[src/rtl/mem_arbiter_pkg.sv]
// Shared types for the main-memory arbiter: FSM states, grant bit positions
// and default bus widths.
package mem_arbiter_pkg;

   localparam int DEF_WIDTH     = 128;
   localparam int DEF_ADDR_SIZE = 32;

   // Bit positions inside a one-hot grant / request vector
   localparam int GNT_IC = 0;
   localparam int GNT_DR = 1;
   localparam int GNT_DW = 2;

   typedef logic [2:0] grant_t;

   typedef enum logic [1:0] {
      IDLE = 2'd0,
      BUSY = 2'd1,
      RESP = 2'd2
   } arb_state_t;

endpackage

[src/rtl/mem_arbiter_if.sv]
// Bundle of the cache request/ack paths and the synchronous memory port.
// The master modport is the arbiter's view; slave is the caches plus memory.
interface mem_arbiter_if #(
   parameter int WIDTH     = 128,
   parameter int ADDR_SIZE = 32
);
   logic                 ic_read_req;
   logic [ADDR_SIZE-1:0] ic_read_addr;
   logic                 ic_read_ack;
   logic [WIDTH-1:0]     ic_read_data;

   logic                 dc_read_req;
   logic [ADDR_SIZE-1:0] dc_read_addr;
   logic                 dc_read_ack;
   logic [WIDTH-1:0]     dc_read_data;

   logic                 dc_write_req;
   logic [ADDR_SIZE-1:0] dc_write_addr;
   logic [WIDTH-1:0]     dc_write_data;
   logic                 dc_write_ack;

   logic                 mem_enable;
   logic                 mem_rw;
   logic                 mem_ack;
   logic [ADDR_SIZE-1:0] mem_addr;
   logic [WIDTH-1:0]     mem_data_in;
   logic [WIDTH-1:0]     mem_data_out;

   modport master (
      input  ic_read_req, ic_read_addr,
      input  dc_read_req, dc_read_addr,
      input  dc_write_req, dc_write_addr, dc_write_data,
      input  mem_ack, mem_data_in,
      output ic_read_ack, ic_read_data,
      output dc_read_ack, dc_read_data,
      output dc_write_ack,
      output mem_enable, mem_rw, mem_addr, mem_data_out
   );

   modport slave (
      output ic_read_req, ic_read_addr,
      output dc_read_req, dc_read_addr,
      output dc_write_req, dc_write_addr, dc_write_data,
      output mem_ack, mem_data_in,
      input  ic_read_ack, ic_read_data,
      input  dc_read_ack, dc_read_data,
      input  dc_write_ack,
      input  mem_enable, mem_rw, mem_addr, mem_data_out
   );

endinterface

[src/rtl/mem_arbiter_select.sv]
// Fixed-priority grant picker: write-back, then data read, then instruction
// read, except that a starved instruction read jumps the queue.
module mem_arb_select
   import mem_arbiter_pkg::*;
(
   input  grant_t req,
   input  logic   starve,
   output grant_t grant
);

   always_comb begin
      grant = '0;
      if (starve && req[GNT_IC]) begin
         grant[GNT_IC] = 1'b1;
      end else if (req[GNT_DW]) begin
         grant[GNT_DW] = 1'b1;
      end else if (req[GNT_DR]) begin
         grant[GNT_DR] = 1'b1;
      end else if (req[GNT_IC]) begin
         grant[GNT_IC] = 1'b1;
      end
   end

endmodule

[src/rtl/mem_arbiter.sv]
// Single-port memory arbiter: one transaction at a time, IDLE -> BUSY -> RESP,
// with a starvation guard so data-side traffic cannot lock out the icache.
module mem_arbiter
   import mem_arbiter_pkg::*;
#(
   parameter int WIDTH        = DEF_WIDTH,
   parameter int ADDR_SIZE    = DEF_ADDR_SIZE,
   parameter int STARVE_LIMIT = 4
) (
   input logic           clk,
   input logic           reset,
   mem_arbiter_if.master bus
);

   arb_state_t           state;
   grant_t               req_vec;
   grant_t               grant_next;
   grant_t               grant_q;
   logic [3:0]           starve_cnt;
   logic                 starve;
   logic [ADDR_SIZE-1:0] sel_addr;

   logic                 mem_enable_q;
   logic                 mem_rw_q;
   logic [ADDR_SIZE-1:0] mem_addr_q;
   logic [WIDTH-1:0]     mem_wdata_q;
   logic [WIDTH-1:0]     ic_data_q;
   logic [WIDTH-1:0]     dc_data_q;
   logic                 ic_ack_q;
   logic                 dr_ack_q;
   logic                 dw_ack_q;

   assign starve = (starve_cnt == 4'(STARVE_LIMIT));

   always_comb begin
      req_vec         = '0;
      req_vec[GNT_IC] = bus.ic_read_req;
      req_vec[GNT_DR] = bus.dc_read_req;
      req_vec[GNT_DW] = bus.dc_write_req;
   end

   mem_arb_select u_select (
      .req    (req_vec),
      .starve (starve),
      .grant  (grant_next)
   );

   // Only the winner's address is looked at; losers' buses are don't-care.
   always_comb begin
      sel_addr = bus.ic_read_addr;
      if (grant_next[GNT_DW]) begin
         sel_addr = bus.dc_write_addr;
      end else if (grant_next[GNT_DR]) begin
         sel_addr = bus.dc_read_addr;
      end
   end

   always_ff @(posedge clk) begin
      if (!reset) begin
         state        <= IDLE;
         grant_q      <= '0;
         starve_cnt   <= '0;
         mem_enable_q <= 1'b0;
         mem_rw_q     <= 1'b0;
         mem_addr_q   <= '0;
         mem_wdata_q  <= '0;
         ic_data_q    <= '0;
         dc_data_q    <= '0;
         ic_ack_q     <= 1'b0;
         dr_ack_q     <= 1'b0;
         dw_ack_q     <= 1'b0;
      end else begin
         case (state)
            IDLE: begin
               if (|grant_next) begin
                  grant_q      <= grant_next;
                  mem_addr_q   <= sel_addr;
                  mem_rw_q     <= grant_next[GNT_DW];
                  mem_enable_q <= 1'b1;
                  if (grant_next[GNT_DW]) begin
                     mem_wdata_q <= bus.dc_write_data;
                  end
                  if (grant_next[GNT_IC] || !bus.ic_read_req) begin
                     starve_cnt <= '0;
                  end else if (!starve) begin
                     starve_cnt <= starve_cnt + 4'd1;
                  end
                  state <= BUSY;
               end else begin
                  mem_enable_q <= 1'b0;
                  if (!bus.ic_read_req) begin
                     starve_cnt <= '0;
                  end
               end
            end
            BUSY: begin
               if (bus.mem_ack) begin
                  if (!mem_rw_q && grant_q[GNT_IC]) begin
                     ic_data_q <= bus.mem_data_in;
                  end
                  if (!mem_rw_q && grant_q[GNT_DR]) begin
                     dc_data_q <= bus.mem_data_in;
                  end
                  ic_ack_q     <= grant_q[GNT_IC];
                  dr_ack_q     <= grant_q[GNT_DR];
                  dw_ack_q     <= grant_q[GNT_DW];
                  mem_enable_q <= 1'b0;
                  state        <= RESP;
               end
            end
            RESP: begin
               ic_ack_q <= 1'b0;
               dr_ack_q <= 1'b0;
               dw_ack_q <= 1'b0;
               state    <= IDLE;
            end
            default: begin
               state <= IDLE;
            end
         endcase
      end
   end

   assign bus.mem_enable   = mem_enable_q;
   assign bus.mem_rw       = mem_rw_q;
   assign bus.mem_addr     = mem_addr_q;
   assign bus.mem_data_out = mem_wdata_q;
   assign bus.ic_read_ack  = ic_ack_q;
   assign bus.ic_read_data = ic_data_q;
   assign bus.dc_read_ack  = dr_ack_q;
   assign bus.dc_read_data = dc_data_q;
   assign bus.dc_write_ack = dw_ack_q;

endmodule

[src/flat_wrapper.sv]
// flat-port wrapper written by rule: the top's interface ports become plain ports
module mem_arbiter_flat import mem_arbiter_pkg::*;
#(
   parameter int WIDTH        = DEF_WIDTH,
   parameter int ADDR_SIZE    = DEF_ADDR_SIZE,
   parameter int STARVE_LIMIT = 4
)
  (clk, reset, bus_ic_read_req, bus_ic_read_addr, bus_dc_read_req, bus_dc_read_addr, bus_dc_write_req, bus_dc_write_addr, bus_dc_write_data, bus_mem_ack, bus_mem_data_in, bus_ic_read_ack, bus_ic_read_data, bus_dc_read_ack, bus_dc_read_data, bus_dc_write_ack, bus_mem_enable, bus_mem_rw, bus_mem_addr, bus_mem_data_out);
  mem_arbiter_if #(.WIDTH(WIDTH), .ADDR_SIZE(ADDR_SIZE)) bus_i ();
  input logic clk;
  input logic reset;
  input wire logic [$bits(bus_i.ic_read_req)-1:0] bus_ic_read_req;
  input wire logic [$bits(bus_i.ic_read_addr)-1:0] bus_ic_read_addr;
  input wire logic [$bits(bus_i.dc_read_req)-1:0] bus_dc_read_req;
  input wire logic [$bits(bus_i.dc_read_addr)-1:0] bus_dc_read_addr;
  input wire logic [$bits(bus_i.dc_write_req)-1:0] bus_dc_write_req;
  input wire logic [$bits(bus_i.dc_write_addr)-1:0] bus_dc_write_addr;
  input wire logic [$bits(bus_i.dc_write_data)-1:0] bus_dc_write_data;
  input wire logic [$bits(bus_i.mem_ack)-1:0] bus_mem_ack;
  input wire logic [$bits(bus_i.mem_data_in)-1:0] bus_mem_data_in;
  output wire logic [$bits(bus_i.ic_read_ack)-1:0] bus_ic_read_ack;
  output wire logic [$bits(bus_i.ic_read_data)-1:0] bus_ic_read_data;
  output wire logic [$bits(bus_i.dc_read_ack)-1:0] bus_dc_read_ack;
  output wire logic [$bits(bus_i.dc_read_data)-1:0] bus_dc_read_data;
  output wire logic [$bits(bus_i.dc_write_ack)-1:0] bus_dc_write_ack;
  output wire logic [$bits(bus_i.mem_enable)-1:0] bus_mem_enable;
  output wire logic [$bits(bus_i.mem_rw)-1:0] bus_mem_rw;
  output wire logic [$bits(bus_i.mem_addr)-1:0] bus_mem_addr;
  output wire logic [$bits(bus_i.mem_data_out)-1:0] bus_mem_data_out;
  assign bus_i.ic_read_req = bus_ic_read_req;
  assign bus_i.ic_read_addr = bus_ic_read_addr;
  assign bus_i.dc_read_req = bus_dc_read_req;
  assign bus_i.dc_read_addr = bus_dc_read_addr;
  assign bus_i.dc_write_req = bus_dc_write_req;
  assign bus_i.dc_write_addr = bus_dc_write_addr;
  assign bus_i.dc_write_data = bus_dc_write_data;
  assign bus_i.mem_ack = bus_mem_ack;
  assign bus_i.mem_data_in = bus_mem_data_in;
  assign bus_ic_read_ack = bus_i.ic_read_ack;
  assign bus_ic_read_data = bus_i.ic_read_data;
  assign bus_dc_read_ack = bus_i.dc_read_ack;
  assign bus_dc_read_data = bus_i.dc_read_data;
  assign bus_dc_write_ack = bus_i.dc_write_ack;
  assign bus_mem_enable = bus_i.mem_enable;
  assign bus_mem_rw = bus_i.mem_rw;
  assign bus_mem_addr = bus_i.mem_addr;
  assign bus_mem_data_out = bus_i.mem_data_out;
  mem_arbiter #(.WIDTH(WIDTH), .ADDR_SIZE(ADDR_SIZE), .STARVE_LIMIT(STARVE_LIMIT)) u_core (.clk(clk), .reset(reset), .bus(bus_i));
endmodule
[config.mk]
export PLATFORM = sky130hd
export DESIGN_NAME = mem_arbiter_flat
export DESIGN_NICKNAME = d
export VERILOG_FILES = /design/src/rtl/mem_arbiter_pkg.sv /design/src/rtl/mem_arbiter_if.sv /design/src/rtl/mem_arbiter_select.sv /design/src/rtl/mem_arbiter.sv /design/src/flat_wrapper.sv
export SDC_FILE = /design/constraint.sdc
export NUM_CORES = 1
export LEC_CHECK = 0
export BUFFER_PORTS_ARGS = -buffer_cell sky130_fd_sc_hd__buf_2
export CAP_MARGIN = 0
export CORE_AREA = 2 2 303 305
export CTS_CLUSTER_DIAMETER = 40
export CTS_CLUSTER_SIZE = 10
export DETAILED_ROUTE_END_ITERATION = 16
export DIE_AREA = 0 0 305 307
export GPL_ROUTABILITY_DRIVEN = 0
export SLEW_MARGIN = 20
export SYNTH_ARGS = -nofsm -noshare
export SYNTH_HDL_FRONTEND = slang
export SYNTH_HIERARCHICAL = 1
export SYNTH_SLANG_ARGS = --single-unit
[constraint.sdc]
create_clock -name clk -period 2.3 [get_ports clk]
set_input_delay 0.23 -clock clk [delete_from_list [all_inputs] [get_ports clk]]
set_output_delay 0.23 -clock clk [all_outputs]
set_load 0.01 [all_outputs]
==> results.yml, run 1 <==
run_status:
  status: "finished, final reports clean"
pwr:
  p_clk_share_pct: 53.3
  seqPwrFrac_pct: 36.3
  peakVddDrop_uv: 555
  power_switching_uw: 5380
  swShare_pct: 25.0
  power.density_nw_per_um2: 802
  p_comb_share_pct: 10.4
  total_power_uw: 21500
  leakage_uw: 0.0117
  p_int_uw: 16100
clocking:
  clk_latency_ps: 620
  clkTransAtPathRegs_ps: 50
  cts_tree: "built"
  clk_path_buf_depth: 3
  cts.sinks: 429
  cts_buffers: 73
  root_buffer: "clkbuf_16"
  h-tree-depth: 3
grt:
  grt_pass1_wl_mm: 100
  gr-usage-all-layers_pct: 13.7
  grt_max_degree: 67
  antenna_found_initial: 5
  first_global_vias: 17446
  globalRoute.totalOverflow: 0
sta:
  finalWorstPathRequiredPeriod_ps: 2180
  slew_headroom_pct: 57.1
  finalHoldViolations: 0
  fin_ws_ps: 118
  post-route-period-util_pct: 94.9
  drv_slew: 0
  whs_ps: 58.9
  fin_setup_tns_ps: 0
  fmaxAchievable_ghz: 0.458
  finClkSkew_ps: 33.0
  setup_violations: 0
  tightest_slew_ps: 644
setup_path:
  r2r_slack_ps: 120
  cp-end-kind: "register"
  path_buf_inv: 1
  critPathArrivalTime_ps: 2730
  required_ps: 2850
  slowest_delay_ps: 480
  crit_fanout: 5
  cpLargestDelayFamily: "simple AND/OR/NAND/NOR gates"
  r2r_start: "u_core/starve_cnt[1]"
  cp_slowest_cell: "or4_1"
  crit_chain: "inv_1 > ha_1 > and3b_2 > a211oi_4 > or2_4 > nand3_1 > or4_1 > a31oi_1"
  worst-r2r-cell-count: 8
  r2r-end: "u_core/starve_cnt[3]"
  cp-startpoint: "u_core/starve_cnt[1]"
  startpoint_type: "register"
  worst-setup-path-type: "register to register"
  cp_num_cells: 8
  endpoint: "u_core/starve_cnt[3]"
routing:
  first_pass_iters: 5
  wl_per_cell_um: 16.0
  drt-initial-drc-count: 1256
  drc: 0
  num_vias: 17639
  ant_nets: 0
  viasPerCell: 4.10
  routed_wl_mm: 68.7
yosys:
  yosysTopAreaCellShare_pct: 53.6
  syn_avg_cell_area_um2: 8.03
  netlist_area_um2: 16000
  synth_ff_type: "dfxtp_1"
  syn_inst: 1995
  ys_top_cells_by_area: "dfxtp_1 54%, nand2_1 20%, a21oi_1 12%"
  syn_nets: 2355
  yosys.area.top_type: "dfxtp_1"
  ys_seq_elements: 429
  synth_cell_types: 39
  synthArstFlopShare_pct: 0
  yosysSeqAreaShare_pct: 53.6
  synth_edf_count: 0
  ys_warn_count: 6
floorplanning:
  fp.dieArea_um2: 93600
  die_w_um: 305
  initial_utilization_pct: 17.7
  rows: 111
  core_um2: 90700
  pin_count: 779
  dieHeight_um: 307
place:
  post-place-ws_ps: 108
  io_buffers: 778
  place_hpwl_mm: 47.5
layout:
  nets: 3416
  drive_gt1_share_pct: 33.2
  utilization_pct: 29.6
  area_delta_synth_final_pct: 67.4
  final_cell_mix: "870 x nand2_1, 778 x buf_2, 428 x dfxtp_1, 378 x a21oi_1, 290 x dlygate4sd3_1"
  layout_commonest_cell: "nand2_1"
flow_run:
  cap_viol_max_count: 0
min_path:
  hold_class: "primary input to register"
-- per-layer routing --
layer	GRT usage, %	part of all wire [%]	vias up
met3	4.38	8.5	187
met1	15.5	39	8074
met4	7.44	4.6	6
met2	22.9	47	777
met5	0	0.051	-
li1	-	-	8595
-- kinds of logic (layout without fill, tap and decap cells) --
| kind of cell | Yosys count | in the layout | share of synthesized area, % |
|---|---|---|---|
| simple gates | 903 | 903 | 21.7 |
| compound gates | 475 | 475 | 16.2 |
| flops | 429 | 429 | 53.6 |
| buf+inv | 154 | 1269 | 6.34 |
| mux | 32 | 32 | 2.00 |
| fa+ha+maj | 2 | 2 | 0.156 |
| other cells | 0 | 3 | 0 |
-- registers in the layout, indices dropped and copies added (netlist names) --
| name | count |
|---|---|
| u_core/bus.ic_read_ack | 1 |
| u_core/bus.ic_read_data | 128 |
| u_core/bus.dc_write_ack | 1 |
| u_core/bus.mem_addr | 32 |
| u_core/starve_cnt | 4 |
| u_core/bus.dc_read_ack | 1 |
| u_core/state | 2 |
| u_core/bus.mem_enable | 1 |
| u_core/bus.dc_read_data | 128 |
| u_core/bus.mem_data_out | 128 |
| u_core/grant_q | 3 |
-- what timing repair did --
item,in CTS,in global routing
resized for setup,0,5
hold endpoints to repair,416,0
hold buffers,290,0
setup endpoints to repair,0,33
buffers inserted,0,2
-- cells in the mapped netlist (3+ instances only) --
master / number
mux2i_1: 32
nor2_1: 9
o21ai_0: 39
a21oi_2: 44
buf_2: 28
nand2_1: 873
nand3_1: 3
a22oi_1: 5
o21a_1: 3
buf_4: 32
a21oi_1: 379
dfxtp_1: 429
buf_6: 19
clkbuf_1: 59
inv_1: 3
buf_8: 11
-- how the worst min path moves through the flow --
stage	start	end	slack, ps	cells after the start
after CTS	bus_ic_read_addr[2]	u_core/bus.mem_addr[2]	0.1	5
after floorplan	bus_mem_data_in[0]	u_core/bus.dc_read_data[0]	370	2
after global routing	bus_ic_read_addr[29]	u_core/bus.mem_addr[29]	70	5
after detailed placement	u_core/bus.mem_data_out[50]	u_core/bus.mem_data_out[50]	440	2
final	bus_ic_read_addr[2]	u_core/bus.mem_addr[2]	60	5
after global placement	u_core/bus.mem_data_out[105]	u_core/bus.mem_data_out[105]	440	2
-- power groups by stage --
stage,clock (µW),combinational [µW],sequential (µW)
floorplan,0,738,8060
global route,12100,2410,7840
detailed placement,0,1790,7960
global placement,0,1790,7950
finish,11500,2230,7820
CTS,11800,2200,7810
-- cell type report --
cell class              count  area (µm²)
diodes                      3        7.51
clock buffers              90        2000
clock inverters            39         617
fillers                  9535       63900
inverters                   4        22.5
multi-input cells        1412        6470
flip-flops and latches    429        8590
well taps                1186        1480
repair buffers           1136        7630
-- worst register-to-register path: cells and delay by family (launching register included) --
kind / cells / cell delay, ps
AOI/OAI and AO/OA: 2 / 460
adders and majority gates: 1 / 170
buffers and inverters: 1 / 60
DFF: 1 / 370
and+or+nand+nor: 4 / 1060
-- stage by stage --
| step | std cells | cell area [µm²] |
|---|---|---|
| after global placement | 3874 | 21200 |
| after floorplan | 1995 | 16000 |
| after global routing | 4296 | 26800 |
| after detailed placement | 3874 | 21200 |
| final | 4299 | 26800 |
| after CTS | 4293 | 26800 |
No activity file was read; power rests on OpenSTA's default activity.
==> inputs of run 2 (changes only) <==
==> constraint.sdc (replaced) <==
create_clock -name clk -period 2.3 [get_ports clk]
set_input_delay 0.115 -clock clk [delete_from_list [all_inputs] [get_ports clk]]
set_output_delay 0.115 -clock clk [all_outputs]
set_load 0.01 [all_outputs]
==> results.yml, run 2 (synthesized netlist as in run 1, its figures left out) <==
layout:
  area_delta_synth_final_pct: 71.6
  final_cell_mix: "870 x nand2_1, 778 x buf_2, 427 x dfxtp_1, 379 x a21oi_1, 353 x dlygate4sd3_1"
  nets: 3485
  drive_gt1_share_pct: 32.7
  layout_commonest_cell: "nand2_1"
  n_fill_cell: 9454
  utilization_pct: 30.3
place:
  place_hpwl_mm: 47.2
  io_buffers: 778
clocking:
  h-tree-depth: 3
  cts_buffers: 75
  cts_tree: "built"
  cts.sinks: 429
  root_buffer: "clkbuf_16"
  clk_path_buf_depth: 3
  clkTransAtPathRegs_ps: 50
  clk_latency_ps: 620
setup_path:
  cpLargestDelayFamily: "compound AO/OA/AOI/OAI gates"
  cp-end-kind: "register"
  slowest_delay_ps: 350
  path_buf_inv: 3
  crit_chain: "inv_1 > ha_1 > and3b_2 > a211oi_4 > buf_4 > buf_12 > mux2i_1 > o21ai_0 > nand2_1 > a21oi_1"
  critPathArrivalTime_ps: 2660
  worst-setup-path-type: "register to register"
  required_ps: 2760
  cp_slowest_cell: "dfxtp_2"
  crit_fanout: 16
  startpoint_type: "register"
sta:
  fmaxAchievable_ghz: 0.453
  setup_violations: 0
  finalHoldViolations: 0
  drv_slew: 0
  finClkSkew_ps: 22.0
  rsz0062_at_grt: "false"
  fin_setup_tns_ps: 0
  finalWorstPathRequiredPeriod_ps: 2210
  slew_headroom_pct: 55.5
  post-route-period-util_pct: 95.9
  tightest_slew_ps: 668
grt:
  grt_pass1_wl_mm: 102
  first_global_vias: 17714
  grt_max_degree: 83
  globalRoute.totalOverflow: 0
  antenna_found_initial: 5
  gr-usage-all-layers_pct: 13.9
routing:
  drc: 0
  num_vias: 18062
  first_pass_iters: 8
  wl_per_cell_um: 15.9
  drt-initial-drc-count: 1366
  ant_nets: 0
  viasPerCell: 4.13
  routed_wl_mm: 69.5
pwr:
  leakage_uw: 0.0120
  power.density_nw_per_um2: 796
  total_power_uw: 21900
  peakVddDrop_uv: 603
flow_run:
  cap_viol_max_count: 0
floorplanning:
  fp.dieArea_um2: 93600
  pin_count: 779
  core_um2: 90700
  dieHeight_um: 307
  die_w_um: 305
  initial_utilization_pct: 17.7
  rows: 111
min_path:
  hold_class: "primary input to register"
run_status:
  status: "finished, final reports clean"
-- run 2: cell count changes in the layout (fill, tap and decap cells not counted), sizes merged --
cell and change:
dlygate4sd3 +63, buf +5, clkbuf +5, inv +5
clkinvlp -3, clkinv -1
-- run 2: timing repair --
action                                  CTS  global route
hold buffers                            353             0
buffers inserted                          0             1
gates resized for setup                   0             3
hold endpoints to repair                424             0
endpoints found under the setup margin    0            23
-- run 2: final timing paths --
kind	start	end	slack (ps)	depth (start not counted)
max	u_core/starve_cnt[0]	u_core/bus.mem_addr[7]	90	10
min	bus_ic_read_addr[28]	u_core/bus.mem_addr[28]	90	5
max reg2reg	u_core/starve_cnt[0]	u_core/bus.mem_addr[7]	90	10
min reg2reg	u_core/bus.dc_read_data[115]	u_core/bus.dc_read_data[115]	450	2
-- run 2: layout make-up --
type / count / area [µm²] / share of cell area (%)
tap: 1186 / 1480 / 5.40
multi-input combinational: 1412 / 6460 / 23.5
clock buffer: 96 / 2090 / 7.59
inverter: 4 / 22.5 / 0.0819
antenna: 3 / 7.51 / 0.0273
timing repair buffer: 1203 / 8270 / 30.1
clock inverter: 40 / 577 / 2.10
sequential: 429 / 8590 / 31.2
-- run 2: worst register-to-register path, delay by kind of cell, from the launching register on --
kind | cells | cell delay (ps)
AO/OA/AOI/OAI | 3 | 500
AND/OR/NAND/NOR | 2 | 350
flip-flops | 1 | 350
multiplexers | 1 | 260
adder cells (fa/ha/maj) | 1 | 180
buffers and inverters | 3 | 420
-- run 2: power by group --
group          internal, µW  switching (µW)  total, µW
sequential             7690             130       7820
combinational          1120            1200       2320
clock                  7620            4130      11800
total                 16400            5460      21900
-- run 2: metal layers --
layer | part of all wire, % | GRT usage [%] | wire length (µm)
met1 | 40 | 15.8 | 27600
met2 | 48 | 23.5 | 33200
met3 | 8.2 | 4.46 | 5730
met4 | 4.3 | 7.06 | 3010
met5 | 0.017 | 0 | 12
-- run 2: metrics by stage --
| stage | std cells | cell area (µm²) | setup WS (ps) | hold slack, ps |
|---|---|---|---|---|
| after floorplan | 1995 | 16000 | 214 | 251 |
| after global placement | 3880 | 21300 | 41.2 | 355 |
| after detailed placement | 3880 | 21300 | 10.9 | 361 |
| after CTS | 4369 | 27500 | 5.07 | 38.3 |
| after global routing | 4371 | 27500 | 5.69 | 97.0 |
| final | 4373 | 27500 | 94.6 | 87.6 |
